===== src/rtl/melody_player.sv =====
// melody_player: square-wave jingle sequencer (C5-E5-G5-C6); define MELODY_GAP_EN for a silent gap at the end of each slot
module melody_player #(
    parameter int NOTE_TICKS = 3125000,
    parameter int GAP_TICKS  = 250000
) (
    input  logic       clk,
    input  logic       reset_n,
    input  logic       enable,
    output logic       tone,
    output logic       busy,
    output logic       done,
    output logic [1:0] note_idx
);
`ifdef MELODY_GAP_EN
    typedef enum logic [1:0] {IDLE, PLAY, GAP, DONE} state_t;
    localparam logic [23:0] TONE_LAST = 24'(NOTE_TICKS - GAP_TICKS - 1);
`else
    typedef enum logic [1:0] {IDLE, PLAY, DONE} state_t;
`endif
    localparam logic [23:0] SLOT_LAST = 24'(NOTE_TICKS - 1);
    localparam logic [15:0] ROM [4] = '{16'd23889, 16'd18961, 16'd15944, 16'd11944};

    state_t      state_q, state_d;
    logic [15:0] phase_q, phase_d;
    logic [23:0] slot_q, slot_d;
    logic [1:0]  note_q, note_d;
    logic        tone_q, tone_d;
    logic        busy_q, busy_d;
    logic        done_q, done_d;
    logic        enable_q;
    logic [15:0] half;
    logic        adv;
    logic        last;

    assign half     = ROM[note_q];
    assign last     = note_q == 2'd3;
    assign tone     = tone_q;
    assign busy     = busy_q;
    assign done     = done_q;
    assign note_idx = note_q;

    // next state: tone generation, slot counting, note advance and stop
    always_comb begin
        state_d = state_q;
        phase_d = phase_q;
        slot_d  = slot_q;
        note_d  = note_q;
        tone_d  = tone_q;
        busy_d  = busy_q;
        done_d  = 1'b0;
        adv     = 1'b0;
        case (state_q)
            IDLE: begin
                if (enable_q) begin
                    state_d = PLAY;
                    busy_d  = 1'b1;
                end
            end
            PLAY: begin
                phase_d = (half == 16'd0 || phase_q == half - 16'd1) ? 16'd0 : phase_q + 16'd1;
                tone_d  = (half == 16'd0) ? 1'b0 : (phase_q == half - 16'd1) ? ~tone_q : tone_q;
                slot_d  = slot_q + 24'd1;
`ifdef MELODY_GAP_EN
                if (slot_q == TONE_LAST) begin
                    state_d = GAP;
                    tone_d  = 1'b0;
                    phase_d = 16'd0;
                end
`else
                adv = slot_q == SLOT_LAST;
`endif
            end
`ifdef MELODY_GAP_EN
            GAP: begin
                slot_d = slot_q + 24'd1;
                adv    = slot_q == SLOT_LAST;
            end
`endif
            default: ;
        endcase
        // a slot end overrides any coincident phase toggle
        if (adv) begin
            tone_d  = 1'b0;
            phase_d = 16'd0;
            slot_d  = 24'd0;
            note_d  = last ? note_q : note_q + 2'd1;
            state_d = last ? DONE : PLAY;
            busy_d  = !last;
            done_d  = last;
        end
        // dropping enable always wins, even over the final slot end
        if (!enable_q && state_q != IDLE) begin
            state_d = IDLE;
            tone_d  = 1'b0;
            busy_d  = 1'b0;
            done_d  = 1'b0;
            phase_d = 16'd0;
            slot_d  = 24'd0;
            note_d  = 2'd0;
        end
    end

    // state and output registers with synchronous active-low reset
    always_ff @(posedge clk) begin
        if (!reset_n) begin
            state_q  <= IDLE;
            phase_q  <= 16'd0;
            slot_q   <= 24'd0;
            note_q   <= 2'd0;
            tone_q   <= 1'b0;
            busy_q   <= 1'b0;
            done_q   <= 1'b0;
            enable_q <= 1'b0;
        end else begin
            state_q  <= state_d;
            phase_q  <= phase_d;
            slot_q   <= slot_d;
            note_q   <= note_d;
            tone_q   <= tone_d;
            busy_q   <= busy_d;
            done_q   <= done_d;
            enable_q <= enable;
        end
    end
endmodule

===== config.mk =====
export PLATFORM = sky130hd
export DESIGN_NAME = melody_player
export DESIGN_NICKNAME = d
export VERILOG_FILES = /design/src/rtl/melody_player.sv
export SDC_FILE = /design/constraint.sdc
export NUM_CORES = 1
export LEC_CHECK = 0
export BUFFER_PORTS_ARGS = -buffer_cell sky130_fd_sc_hd__buf_2
export CORE_AREA = 2 2 94 96
export CTS_BUF_LIST = sky130_fd_sc_hd__clkbuf_16
export DETAILED_ROUTE_END_ITERATION = 16
export DIE_AREA = 0 0 96 98
export GPL_TIMING_DRIVEN = 0
export HOLD_SLACK_MARGIN = 0.1
export SLEW_MARGIN = 20
export SYNTH_ARGS = -nofsm -noshare
export SYNTH_HDL_FRONTEND = slang
export SYNTH_SLANG_ARGS = --single-unit

===== constraint.sdc =====
create_clock -name clk -period 2.95 [get_ports clk]
set_input_delay 0.59 -clock clk [delete_from_list [all_inputs] [get_ports clk]]
set_output_delay 0.59 -clock clk [all_outputs]
set_load 0.02 [all_outputs]

==> run summary <==
# fillers = 886
Die area = 9410 sq um
Clock transition at path regs = 0.06 ns
Netlist Area Pre-Place = 2300 sq um
Gate Count Post-Synth = 259
Yosys reg bits = 47
Tightest Hold Check Type = flop to flop
P_leak = 0.911 nW
Critical-path maximum fanout = 10
Cells resized by post-CTS repair = 0
Pre-Repair DR Iteration Count = 4
Final Non-Filler Cells = 381
Die Ht = 98 microns
WL final = 4590 microns
Io pins = 8
Clk_lat worst skew = 0.29 ns
Largest stage delay, worst path = 0.44 ns
First-pass GRT wire length = 8190 microns
Final setup TNS = 0 ns
Row count = 34
Final worst-path cycle share = 71.9%
WP data required = 3.13 ns
Num Clock Sinks = 47
Pre-CTS setup slack = 0.782 ns
Via count = 1795
Asr flop ratio synth = 0%
Port Buf Inserts = 7
Crit Path Class = flop to flop
Fin worst setup slack = 0.830 ns
Final hold vios = 0
H-tree depth = 2
Die Width = 96 microns
GRT Total Usage = 10.9%
Residual DRC = 0
Final net count = 284
Post-synthesis net count = 270
Count leader, synth = dfxtp_1
FMAX = 0.472 GHz
Area growth syn-to-layout = 14.3%
Synth top cells by count = dfxtp_1, nor2_1, nand2_1, xnor2_1, xor2_1
Hold_ws = 0.477 ns
Crit start category = flop
CTS Root Cell = clkbuf_16
Ys flop type = dfxtp_1
Via density = 4.71
CTS Buffer Depth = 2
Core area = 8470 sq um
CP max stage cell = dfxtp_1
Cell Pwr Density = 492 nW/um^2
Yosys top cell area share = 41.0%
Slew HR = 60.7%
# Max-Cap Violations = 0
Min Tclk post-route = 2.12 ns
Number of global-route vias before repair = 1770
RSZ-0062 raised after global routing = false
CTS tree = yes
Post-Place Cells = 374
Post-CTS setup buffers = 0
Syn Area/Cell = 8.87 sq um
Seq/Total Area, Yosys = 41.0%
CP Cell Sequence = inv_1 > ha_1 > xnor2_1 > nor4_1 > o211ai_1 > o21bai_4 > buf_6 > nor2_1
Final instance area = 2630 sq um
Crit path DAT = 2.30 ns
Final slew viol count = 0
Cell Area, Placed = 2470 sq um
FF/Latch Area = 941 sq um
DR WL/cell = 12.1 microns
Synth unique cells = 40
Cts bufs inserted = 5
Synth area leader = dfxtp_1
Multi-input logic area = 1300 sq um
Number of flops mapped to enable cells by yosys = 0
Placer Congestion = 0.784
Layout cell share with drive strength beyond 1 = 8.06%
Number of diodes = 0
DR iter-0 viols = 57
Post-DP HPWL = 3300 microns
Max VDD drop = 0.000212 V
Kind of end point of the critical path = flop
Worst Max-Slew Pin Slew = 0.586 ns
GR Overflow Total = 0
Status = complete, no violations
Setup Viol. Count Final = 0
Clk_skew = 0.00225 ns
Initial antenna violation count = 0
Antenna Nets Post-Route = 0
Hold-fix buffers, CTS = 0
Largest net degree at the start of global routing = 14
Yosys Warn Count = 0
Starting Density = 27.1%
Top post-synthesis cells by area = dfxtp_1, xnor2_1, xor2_1, nor2_1, ha_1
## layer usage
layer  share of wire, %  vias up  global-route usage [%]
li1                   -      930                       -
met4                1.9        0                    4.29
met5                  0        -                       0
met3                2.3        7                    2.31
met1                 51      839                    14.9
met2                 45       19                    16.8
## where the power goes
group	switching [mW]	leakage [nW]	total, mW	internal, mW
Clock	0.229	0.0811	0.621	0.392
Sequential	0.00315	0.379	0.641	0.638
Combinational	0.0197	0.451	0.0307	0.0110
Total	0.252	0.911	1.29	1.04
## flip-flops by register name, indices dropped and copies added, names as in the netlist
| register | flops |
|---|---|
| state_q | 2 |
| tone | 1 |
| done | 1 |
| enable_q | 1 |
| slot_q | 24 |
| phase_q | 16 |
| note_idx | 2 |
## path summary, 6_finish.rpt
path	slack [ns]	cells after the start	start	end
setup / recovery	0.83	8	note_idx[1]	phase_q[13]
hold / removal	0.48	1	enable_q	state_q[0]
setup reg to reg	0.83	8	note_idx[1]	phase_q[13]
hold reg to reg	0.48	1	enable_q	state_q[0]
## layout by cell type, fill, tap and decap left out, types with 4 or more instances in the layout
cell type / netlist / layout
clkbuf_16: 0 / 5
nor4_1: 10 / 10
and4_1: 4 / 4
or3_1: 4 / 4
nand4_1: 10 / 10
nor2_1: 42 / 42
xor2_1: 19 / 19
buf_2: 2 / 9
nor3_1: 6 / 6
and3_1: 7 / 7
nand2_1: 24 / 24
xnor2_1: 20 / 20
inv_1: 3 / 4
dfxtp_1: 47 / 47
and2_1: 5 / 5
ha_1: 8 / 8
a21oi_1: 7 / 7
nand3_1: 9 / 9
o21ai_0: 4 / 4
## cell families (layout without fill, tap and decap cells)
kind of cell,Yosys count,count (layout),synth area share [%]
AOI/OAI and AO/OA,20,20,6.05
xor gates and xnor gates,39,39,14.9
adders and majority gates,8,8,4.36
buffers and inverters,9,23,2.56
DFF,47,47,41.0
muxes,2,2,0.871
and+or+nand+nor,134,134,30.3
## stage by stage
stage / total power, mW / util (%)
after CTS: 1.31 / 31.0
after global placement: 0.686 / 29.1
after detailed placement: 0.687 / 29.1
final: 1.29 / 31.0
after global routing: 1.34 / 31.0
after floorplan: 0.676 / -
## critical path: cells and delay by family, from the launching register on
kind                       cells  cell delay, ns
and+or+nand+nor                2            0.36
AOI/OAI and AO/OA              2            0.53
adders and majority gates      1            0.23
buffers and inverters          2            0.33
xor gates and xnor gates       1            0.12
DFF                            1            0.44
## final cells by class
| type | count | area share (%) |
|---|---|---|
| clock inverters | 2 | 1.29 |
| well taps | 108 | 5.15 |
| plain buffers | 6 | 1.81 |
| repair buffers | 7 | 1.33 |
| clock buffers | 5 | 4.76 |
| multi-input cells | 203 | 49.4 |
| inverters | 3 | 0.429 |
| flip-flops and latches | 47 | 35.8 |
(Power assumes the default switching activity.)
